==> src/rtl/egress_drain_reader.sv <==
// Drains destination FIFOs D0/D1 into one valid/ready stream, checks each word's
// destination bit and counts deliveries. Macro EGRESS_RR_EN selects round-robin (default: D0 priority).
module egress_drain_reader #(
    parameter int DW = 6,
    parameter int CW = 8
) (
    input  logic          clk,
    input  logic          reset,
    input  logic          d0_empty,
    input  logic          d1_empty,
    input  logic [DW-1:0] data_out0,
    input  logic [DW-1:0] data_out1,
    input  logic          pause,
    input  logic          cnt_clr,
    output logic          pop_D0,
    output logic          pop_D1,
    input  logic          out_ready,
    output logic          out_valid,
    output logic [DW-1:0] out_data,
    output logic          out_dest,
    output logic [CW-1:0] cnt_d0,
    output logic [CW-1:0] cnt_d1,
    output logic          busy,
    output logic          error_out
);
    localparam int DEST_BIT = 4;

    typedef enum logic [1:0] {IDLE, POP, WAIT, HOLD} state_t;

    state_t        r_state;
    logic          r_grant;
    logic          r_last_grant;
    logic          r_pop_d0;
    logic          r_pop_d1;
    logic          r_out_valid;
    logic          r_out_dest;
    logic          r_error;
    logic [DW-1:0] r_out_data;

    logic          w_start;
    logic          w_next_grant;
    logic          w_xfer;
    logic [DW-1:0] w_sel_data;
    logic [CW-1:0] w_cnt [2];

    assign w_start    = ~pause & (~d0_empty | ~d1_empty);
    assign w_xfer     = r_out_valid & out_ready;
    assign w_sel_data = r_grant ? data_out1 : data_out0;

    // With nothing to serve the grant is irrelevant; keep the previous one.
    always_comb begin
        w_next_grant = r_last_grant;
`ifdef EGRESS_RR_EN
        if (!d0_empty && !d1_empty)
            w_next_grant = ~r_last_grant;
        else if (!d0_empty)
            w_next_grant = 1'b0;
        else if (!d1_empty)
            w_next_grant = 1'b1;
`else
        if (!d0_empty)
            w_next_grant = 1'b0;
        else if (!d1_empty)
            w_next_grant = 1'b1;
`endif
    end

    always_ff @(posedge clk or posedge reset) begin
        if (reset) begin
            r_state      <= IDLE;
            r_grant      <= 1'b0;
            r_last_grant <= 1'b1;
            r_pop_d0     <= 1'b0;
            r_pop_d1     <= 1'b0;
            r_out_valid  <= 1'b0;
            r_out_dest   <= 1'b0;
            r_out_data   <= '0;
            r_error      <= 1'b0;
        end else begin
            r_pop_d0 <= 1'b0;
            r_pop_d1 <= 1'b0;
            case (r_state)
                IDLE: begin
                    if (w_start) begin
                        r_grant  <= w_next_grant;
                        r_pop_d0 <= ~w_next_grant;
                        r_pop_d1 <= w_next_grant;
                        r_state  <= POP;
                    end
                end
                POP: r_state <= WAIT;
                WAIT: begin
                    // FIFO read data is valid now, one cycle after the pop strobe.
                    r_out_data   <= w_sel_data;
                    r_out_dest   <= r_grant;
                    r_out_valid  <= 1'b1;
                    r_last_grant <= r_grant;
                    if (w_sel_data[DEST_BIT] != r_grant)
                        r_error <= 1'b1;
                    r_state <= HOLD;
                end
                HOLD: begin
                    if (w_xfer) begin
                        r_out_valid <= 1'b0;
                        if (w_start) begin
                            r_grant  <= w_next_grant;
                            r_pop_d0 <= ~w_next_grant;
                            r_pop_d1 <= w_next_grant;
                            r_state  <= POP;
                        end else begin
                            r_state <= IDLE;
                        end
                    end
                end
                default: r_state <= IDLE;
            endcase
        end
    end

    // Per-destination saturating delivery counters; clear wins over increment.
    generate
        for (genvar gi = 0; gi < 2; gi++) begin : gen_cnt
            logic [CW-1:0] r_cnt;
            always_ff @(posedge clk or posedge reset) begin
                if (reset)
                    r_cnt <= '0;
                else if (cnt_clr)
                    r_cnt <= '0;
                else if (w_xfer && (r_out_dest == 1'(gi)) && (r_cnt != {CW{1'b1}}))
                    r_cnt <= r_cnt + 1'b1;
            end
            assign w_cnt[gi] = r_cnt;
        end
    endgenerate

    assign pop_D0    = r_pop_d0;
    assign pop_D1    = r_pop_d1;
    assign out_valid = r_out_valid;
    assign out_data  = r_out_data;
    assign out_dest  = r_out_dest;
    assign cnt_d0    = w_cnt[0];
    assign cnt_d1    = w_cnt[1];
    assign busy      = (r_state != IDLE);
    assign error_out = r_error;
endmodule

==> config.mk <==
export PLATFORM = sky130hd
export DESIGN_NAME = egress_drain_reader
export DESIGN_NICKNAME = d
export VERILOG_FILES = /design/src/rtl/egress_drain_reader.sv
export SDC_FILE = /design/constraint.sdc
export NUM_CORES = 1
export LEC_CHECK = 0
export ABC_AREA = 1
export BUFFER_PORTS_ARGS = -buffer_cell sky130_fd_sc_hd__buf_2
export CORE_MARGIN = 2
export CORE_UTILIZATION = 45
export DETAILED_ROUTE_END_ITERATION = 16
export PLACE_DENSITY = 0.81
export SYNTH_ARGS = -nofsm -noshare
export SYNTH_HDL_FRONTEND = slang
export SYNTH_SLANG_ARGS = --single-unit
==> constraint.sdc <==
create_clock -name clk -period 3.4 [get_ports clk]
set_input_delay 0.51 -clock clk [delete_from_list [all_inputs] [get_ports clk]]
set_output_delay 0.51 -clock clk [all_outputs]
set_load 0.01 [all_outputs]
==> flow_metrics.tcl, run 1 <==
set metrics [dict create \
    outcome "completed" \
    ir_drop_mv 0.462 \
    synth.distinct_cells 31 \
    max_freq_ghz 0.594 \
    critPathKind "reg2out" \
    cts_tree "built" \
    synth.avg_cell_area_sq_um 7.88 \
    die_area_sq_um 4350 \
    cts-root-buf "clkbuf_8" \
    synthCells 219 \
    period_needed_ns 1.68 \
    insertedDiodeCount 0 \
    drc 0 \
    rsz0062_at_grt "false" \
    die_w_microns 65.9 \
    hpwl_mm 2.75 \
    synth_nets 243 \
    ctsHoldBuffers 0 \
    cts_resized 0 \
    hold_class "in2async" \
    drv_slew 0 \
    crit_fanout 4 \
    nNetsFinal 295 \
    port_buffers 46 \
    nFillCells 342 \
    worst_ep_required_time_ns 2.89 \
    ys.flop_type "dfrtp_1" \
    leakage_nw 1.10 \
    synth-edff-count 0 \
    place_congestion 0.899 \
    clkLatencyLatePin_ns 0.28 \
    netlist_area_sq_um 1730 \
    hold_ws_ns 0.287 \
    clk_pin_slew_ns 0.07 \
    grt_overflow 0 \
    grtUsageTotal_pct 19.0 \
    arrival_ns 1.17 \
    area_growth_pct 22.0 \
    cts_num_sinks 31 \
    initial_core_util_pct 47.1 \
    yosys_warnings 0 \
    drive_above_1_share_pct 29.8 \
    setup_viol 0 \
    rows 22 \
    drtPass1Iterations 4 \
    drv_cap 0 \
    die_h_microns 65.9 \
    wire_per_inst_microns 11.2 \
    yosys_register_bits 31 \
    drt_wl_total_mm 3.60 \
    ff_latch_area_sq_um 777 \
    drt_iter0_drc 80 \
    reg2reg_from "r_state[0]" \
    finalHoldViolCount 0 \
    drt-vias-per-instance 4.86 \
    synth_seq_area_share_pct 45.0 \
    max_slew.worst_pin.slew_ns 0.375 \
    multi_input_area_sq_um 826 \
    grt_pass1_vias 1469 \
    ios 47 \
    cp-end-kind "output port" \
    final_area_sq_um 2110 \
    vias 1555 \
    finClkSkew_ns 0.00775 \
    crit_path_start_kind "flip-flop" \
    max_slew_margin_pct 75.0 \
    crit_path_start "r_state[0]" \
    placed_cell_area_sq_um 2010 \
    clk_path_buf_depth 2 \
    grt_start_max_net_pins 32 \
    grt_pass1_wl_mm 6.33 \
    drt.antenna.violating_nets 0 \
    async_flop_share_pct 100 \
    final.setup.tns_ns 0 \
    cts_made_buffers 5 \
    core_sq_um 3660 \
    antenna_found_initial 0 \
    post_cts_buffers 0 \
    powerDensity_nw_per_um2 594 \
    cts_max_level 2 \
    fin_crit_sh_pct 49.5 \
]
## synth_stat cells, types with 3 or more instances
library cell,number,share of area [%]
dfrtp_1,30,44
ha_1,5,3.6
nor2_4,3,2.0
o21ai_0,6,1.7
nand3_1,20,5.8
xor2_1,3,1.5
inv_2,8,1.7
nor2_1,17,3.7
o21ai_1,20,5.8
a21oi_1,5,1.5
nor2_2,3,1.1
nand2_4,3,2.0
nand2_2,5,1.8
inv_1,19,4.1
nand4_1,3,1.1
nand2_1,52,11
## kinds of logic after synthesis
logic type	count (synthesis)	share of synthesized area [%]
AOI/OAI and AO/OA	34	10.3
xor gates and xnor gates	3	1.52
adders and majority gates	5	3.63
buffers and inverters	32	7.11
DFF	31	45.0
and+or+nand+nor	114	32.4
## final timing paths
path | end | slack (ns) | cells after the start
min in group clk | error_out | 0.47 | 2
hold reg to reg | error_out | 0.47 | 2
hold / removal | out_data[2] | 0.29 | 3
setup reg to reg | out_data[4] | 2.01 | 5
max in group asynchronous | r_last_grant | 2.79 | 3
setup / recovery | busy | 1.72 | 4
## through the flow
| stage | util, % | instances | setup slack (ns) | power [W] |
|---|---|---|---|---|
| final | 57.5 | 320 | 1.72 | 0.00125 |
| after global routing | 57.5 | 320 | 1.63 | 0.00135 |
| after CTS | 57.5 | 320 | 1.70 | 0.00126 |
| after detailed placement | 55.0 | 312 | 1.99 | 0.000966 |
| after global placement | 55.0 | 312 | 2.04 | 0.000953 |
| after floorplan | - | 219 | 2.13 | 0.000820 |
## where the power goes
part | leakage, nW | switching, W | internal (W)
Sequential | 0.402 | 0.0000661 | 0.000455
Combinational | 0.652 | 0.000270 | 0.000165
Clock | 0.0482 | 0.000132 | 0.000163
## placed cells by master, fill, tap and decap left out, types with 2 or more instances in the layout
master	netlist	final
a21oi_1	5	5
buf_2	1	46
clkbuf_8	0	6
clkinv_1	2	2
clkinv_2	1	2
dfrtp_1	30	30
ha_1	5	5
inv_1	19	19
inv_2	8	8
nand2_1	52	52
nand2_2	5	5
nand2_4	3	3
nand3_1	20	20
nand4_1	3	3
nor2_1	17	17
nor2_2	3	3
nor2_4	3	3
nor3_1	2	2
o21ai_0	6	6
o21ai_1	20	20
xor2_1	3	3
## state kept, by name, indices dropped and copies added (netlist names)
register / flops
pop_D1: 1
cnt_d1: 8
cnt_d0: 8
r_grant: 1
out_valid: 1
error_out: 1
out_data: 6
r_state: 2
out_dest: 1
pop_D0: 1
r_last_grant: 1
## worst max-delay path, cell delays in order (launching register included)
cell     delay [ns]
dfrtp_1        0.40
inv_1          0.11
ha_1           0.20
inv_2          0.06
buf_2          0.13
## area by class of cell
| type | count | share of cell area (%) |
|---|---|---|
| Tap cell | 48 | 2.85 |
| Sequential cell | 31 | 36.9 |
| Clock buffer | 7 | 4.10 |
| Multi-Input combinational cell | 156 | 39.2 |
| Timing Repair Buffer | 47 | 11.3 |
| Clock inverter | 1 | 0.238 |
| Inverter | 30 | 5.41 |
## layer usage
| layer | wire, microns | global-route usage, % | part of all wire (%) |
|---|---|---|---|
| met1 | 1650 | 24.9 | 46 |
| met2 | 1690 | 30.4 | 47 |
| met3 | 216 | 5.79 | 6.0 |
| met4 | 39 | 5.47 | 1.1 |
| met5 | 0 | 0 | 0 |
Power figures use the tool's default switching activity.
==> run 2: changes to the inputs <==
- ABC_AREA: 1 -> 0
- PLACE_DENSITY: 0.81 -> 0.85
- clock period: 3.4 -> 1.53 ns (I/O delays scaled with it)
==> flow_metrics.tcl, run 2 <==
set metrics [dict create \
    drt-vias-per-instance 5.33 \
    synthTopCellsByArea "dfrtp_1, mux2i_1, nor2_1, a21oi_1, ha_1" \
    path_cells "ha_4, nand4_4, o21ai_4, nor4_2, mux2_1" \
    period_needed_ns 1.47 \
    crit_buf_inv 0 \
    ff_latch_area_sq_um 777 \
    synth_largest_area_cell "dfrtp_1" \
    synth.top_cell.area_share_pct 47.6 \
    clk_pin_slew_ns 0.10 \
    ios 47 \
    dp.cells 252 \
    crit_path_start_kind "flip-flop" \
    rsz0062_at_grt "true" \
    die_w_microns 63.2 \
    cts_num_sinks 31 \
    clkLatencyLatePin_ns 0.33 \
    setup_viol 0 \
    critPathKind "reg2reg" \
    synth-edff-count 0 \
    drt_wl_total_mm 3.56 \
    drt.antenna.violating_nets 0 \
    initial_core_util_pct 46.9 \
    final_common_cell "buf_2" \
    worst_ep_required_time_ns 1.75 \
    max_freq_ghz 0.678 \
    hold_class "in2reg" \
    ys.flop_type "dfrtp_1" \
    drv_slew 0 \
    grt_pass1_wl_mm 6.09 \
    clk_path_buf_depth 2 \
    outcome "completed" \
    grt_overflow 0 \
    area_growth_pct 30.1 \
    cts_max_level 2 \
    layout.cells.non_filler 263 \
    nNetsFinal 240 \
    grt_start_max_net_pins 32 \
    arrival_ns 1.69 \
    synth.avg_cell_area_sq_um 10.0 \
    final.setup.tns_ns 0 \
    grt_pass1_vias 1332 \
    finalHoldViolCount 0 \
    drt_iter0_drc 48 \
    cts_tree "built" \
    drc 0 \
    cp-end-kind "flip-flop" \
    drive_above_1_share_pct 37.3 \
    die_area_sq_um 4000 \
    die_h_microns 63.2 \
    fin_crit_sh_pct 96.3 \
    cts-root-buf "clkbuf_4" \
    grtUsageTotal_pct 19.9 \
    async_flop_share_pct 100 \
    cp_slowest_cell "dfrtp_1" \
    synth_seq_area_share_pct 49.2 \
    core_sq_um 3360 \
    synth_commonest_cells "dfrtp_1, nor2_1, a21oi_1" \
    ir_drop_mv 0.838 \
    antenna_found_initial 0 \
    cts_made_buffers 5 \
    synth.most_common_cell "dfrtp_1" \
    hpwl_mm 2.51 \
    max_slew_margin_pct 72.8 \
    cp_top_family "flip-flops" \
    yosys_register_bits 31 \
    synth_nets 181 \
    yosys_warnings 0 \
    place_congestion 0.855 \
    finClkSkew_ns 0.00422 \
    powerDensity_nw_per_um2 1410 \
    synthCells 157 \
    multi_input_area_sq_um 790 \
    vias 1401 \
    wire_per_inst_microns 13.5 \
    insertedDiodeCount 0 \
    drtPass1Iterations 4 \
    synth.distinct_cells 43 \
    netlist_area_sq_um 1580 \
    leakage_nw 1.01 \
    port_buffers 46 \
    final_cell_mix "buf_2, dfrtp_1, nor2_1" \
    slowest_delay_ns 0.42 \
    crit_fanout 7 \
    max_slew.worst_pin.slew_ns 0.407 \
    nFillCells 304 \
    rows 21 \
    drv_cap 0 \
]
## run 2: per-stage QoR
| step | total power (W) | utilization, % | hold WS, ns | instance area [sq um] | worst slack (ns) |
|---|---|---|---|---|---|
| 3_3_place_gp | 0.00221 | 57.0 | 0.322 | 1920 | 0.0732 |
| 2_1_floorplan | 0.00184 | - | 0.302 | 1590 | 0.00939 |
| 4_1_cts | 0.00284 | 59.7 | 0.0571 | 2010 | 0.00351 |
| 6_report | 0.00289 | 61.0 | 0.0655 | 2050 | 0.0559 |
| 3_5_place_dp | 0.00225 | 57.0 | 0.323 | 1920 | 0.0313 |
| 5_1_grt | 0.00314 | 61.0 | 0.0605 | 2050 | -0.0382 |
## run 2: worst register-to-register path, stage by stage (launching register included)
cell,delay (ns)
dfrtp_1,0.42
ha_4,0.18
nand4_4,0.09
o21ai_4,0.08
nor4_2,0.23
mux2_1,0.35
## run 2: report_power, final
part | internal [W] | switching, W
combinational | 0.000555 | 0.000613
sequential | 0.00101 | 0.000159
clock | 0.000270 | 0.000282
## run 2: path summary, 6_finish.rpt
check / slack [ns] / cells after the start / end / start
min in group asynchronous: 0.50 / 4 / error_out / reset
worst min-delay path: 0.07 / 2 / pop_D0 / pause
worst max register to register: 0.06 / 5 / cnt_d0[7] / cnt_d0[0]
worst min register to register: 0.49 / 1 / error_out / error_out
max in group asynchronous: 0.70 / 4 / r_last_grant / reset
worst max-delay path: 0.06 / 5 / cnt_d0[7] / cnt_d0[0]
## run 2: cells by family after synthesis
group,count (synthesis),synth area share (%)
AND/OR/NAND/NOR,50,17.1
AO/OA/AOI/OAI,37,14.8
flip-flops,31,49.2
buffers and inverters,16,3.89
multiplexers,11,7.14
XOR/XNOR,7,3.89
adder cells (fa/ha/maj),5,3.97
## run 2: layout make-up
cell class	instances	share of cell area, %
inverters	10	1.83
repair buffers	58	15.7
multi-input cells	110	38.5
flip-flops and latches	31	37.8
clock buffers	8	3.35
well taps	46	2.80
## run 2: what timing repair did
item                       CTS  global route
buffers inserted             0             2
hold buffers                 1             0
hold endpoints to repair    30             0
setup endpoints to repair    2            10
pin swaps                    1             1
gates resized for setup      2             7
## run 2: per-layer routing
metal | up-vias | GRT usage [%] | wire length, microns
met5 | - | 0 | 0
met4 | 0 | 8.70 | 72
met3 | 9 | 5.89 | 154
met2 | 31 | 33.6 | 1790
met1 | 678 | 23.4 | 1550
li1 | 683 | - | -
==> run 3: changes to the inputs <==
- CORE_UTILIZATION: 45 -> 25
- PLACE_DENSITY: 0.85 -> 0.57
==> flow_metrics.tcl, run 3 (synthesis gave the netlist of run 2 again) <==
set metrics [dict create \
    drt_iter0_drc 37 \
    final_cell_mix "buf_2, dfrtp_1, nor2_1" \
    switchingPower_w 0.00106 \
    finalPower_w 0.00307 \
    p_sw_share_pct 34.4 \
    period_needed_ns 1.44 \
    core_sq_um 6030 \
    place_congestion 0.799 \
    powerDensity_nw_per_um2 1450 \
    grtUsageTotal_pct 11.2 \
    max_freq_ghz 0.696 \
    wire_per_inst_microns 12.5 \
    rows 28 \
    finClkSkew_ns 0.00944 \
    crit_path_start_kind "flip-flop" \
    p_int_w 0.00202 \
    critPathKind "reg2reg" \
    drv_cap 0 \
    port_buffers 46 \
    vias 1345 \
    die_area_sq_um 6960 \
    leakage_nw 1.03 \
    clk_pin_slew_ns 0.07 \
    finalHoldViolCount 0 \
    initial_core_util_pct 26.2 \
    drt.antenna.violating_nets 0 \
    setup_viol 0 \
    clk_path_buf_depth 2 \
    fin_crit_sh_pct 94.0 \
    cp-end-kind "flip-flop" \
    grt_overflow 0 \
    placed_cell_area_sq_um 1980 \
    ir_drop_mv 0.460 \
    p_seq_share_pct 37.4 \
    ctsHoldBuffers 0 \
    die_w_microns 83.4 \
    insertedDiodeCount 0 \
    rsz0062_at_grt "true" \
    cts_tree "built" \
    hpwl_mm 2.69 \
    drc 0 \
    hold_class "in2async" \
    ff_latch_area_sq_um 777 \
    worst_ep_required_time_ns 1.69 \
    grt_start_max_net_pins 32 \
    grt_pass1_vias 1317 \
    ios 47 \
    final_area_sq_um 2110 \
    drive_above_1_share_pct 37.0 \
    drt-vias-per-instance 4.57 \
    cts_made_buffers 5 \
    clkLatencyLatePin_ns 0.28 \
    cts_max_level 2 \
    nNetsFinal 243 \
    comb_power_share_pct 37.2 \
    max_slew_margin_pct 72.3 \
    die_h_microns 83.4 \
    multi_input_area_sq_um 758 \
    grt_pass1_wl_mm 6.31 \
    cts-root-buf "clkbuf_8" \
    crit_fanout 4 \
    drt_wl_total_mm 3.68 \
    cts_num_sinks 31 \
    clock_power_share_pct 25.4 \
    max_slew.worst_pin.slew_ns 0.415 \
    final_common_cell "buf_2" \
    nFillCells 647 \
    area_growth_pct 33.9 \
    drtPass1Iterations 4 \
    outcome "completed" \
    arrival_ns 1.60 \
    drv_slew 0 \
    antenna_found_initial 0 \
]
run 3: cell count changes in the layout (fill, tap and decap cells not counted), moves of 2 or more:
cell      previous run  this run
buf_4               11        15
inv_2                2         0
inv_1                8        10
clkbuf_4             5         0
clkbuf_8             2         5
ha_4                 2         0
run 3: final cells by class:
class                           instances  share of cell area (%)
Sequential cell                        31                    36.8
Clock inverter                          1                    1.42
Timing Repair Buffer                   61                    16.2
Inverter                               10                    1.78
Clock buffer                            6                    3.44
Tap cell                               75                    4.44
Multi-Input combinational cell        110                    35.9
run 3: worst paths after layout:
path | start | end | slack (ns) | cells past startpoint
max in group asynchronous | reset | r_last_grant | 1.18 | 3
setup / recovery | cnt_d0[0] | cnt_d0[7] | 0.09 | 5
hold reg to reg | error_out | error_out | 0.47 | 1
hold / removal | reset | out_data[1] | 0.03 | 3
setup reg to reg | cnt_d0[0] | cnt_d0[7] | 0.09 | 5
min in group clk | pause | pop_D0 | 0.13 | 2
run 3: repair_timing:
action / CTS / global route
setup endpoints to repair: 0 / 4
gates resized for setup: 0 / 3
endpoints found under the hold margin: 0 / 0
buffers inserted: 0 / 2
run 3: per-stage QoR:
step / setup TNS, ns / hold WS, ns / worst slack [ns] / util (%) / instances
6_report: 0 / 0.0258 / 0.0925 / 35.0 / 294
5_1_grt: -0.0207 / 0.0718 / -0.0143 / 35.0 / 294
4_1_cts: 0 / 0.0379 / 0.0518 / 34.6 / 292
3_5_place_dp: 0 / 0.351 / 0.0603 / 32.9 / 285
3_3_place_gp: 0 / 0.346 / 0.0881 / 32.9 / 285
2_1_floorplan: 0 / 0.302 / 0.00939 / - / 157
run 3: power by group through the flow:
stage          logic, W  registers, W  clock network (W)
6_report        0.00114       0.00115           0.000781
5_1_grt         0.00132       0.00117           0.000841
4_1_cts         0.00116       0.00115           0.000819
3_5_place_dp    0.00115       0.00116                  0
3_3_place_gp    0.00113       0.00116                  0
2_1_floorplan  0.000628       0.00121                  0
run 3: worst max-delay path: stages, from the launching register on:
cell and delay, ns:
dfrtp_1 0.38, ha_2 0.19, nand4_2 0.11, o21ai_4 0.07
nor4_2 0.23, mux2_1 0.34
run 3: layer usage:
metal / wire, microns / track usage, %
met1: 1800 / 15.4
met2: 1620 / 16.6
met3: 225 / 4.08
met4: 31 / 3.52
met5: 0 / 0
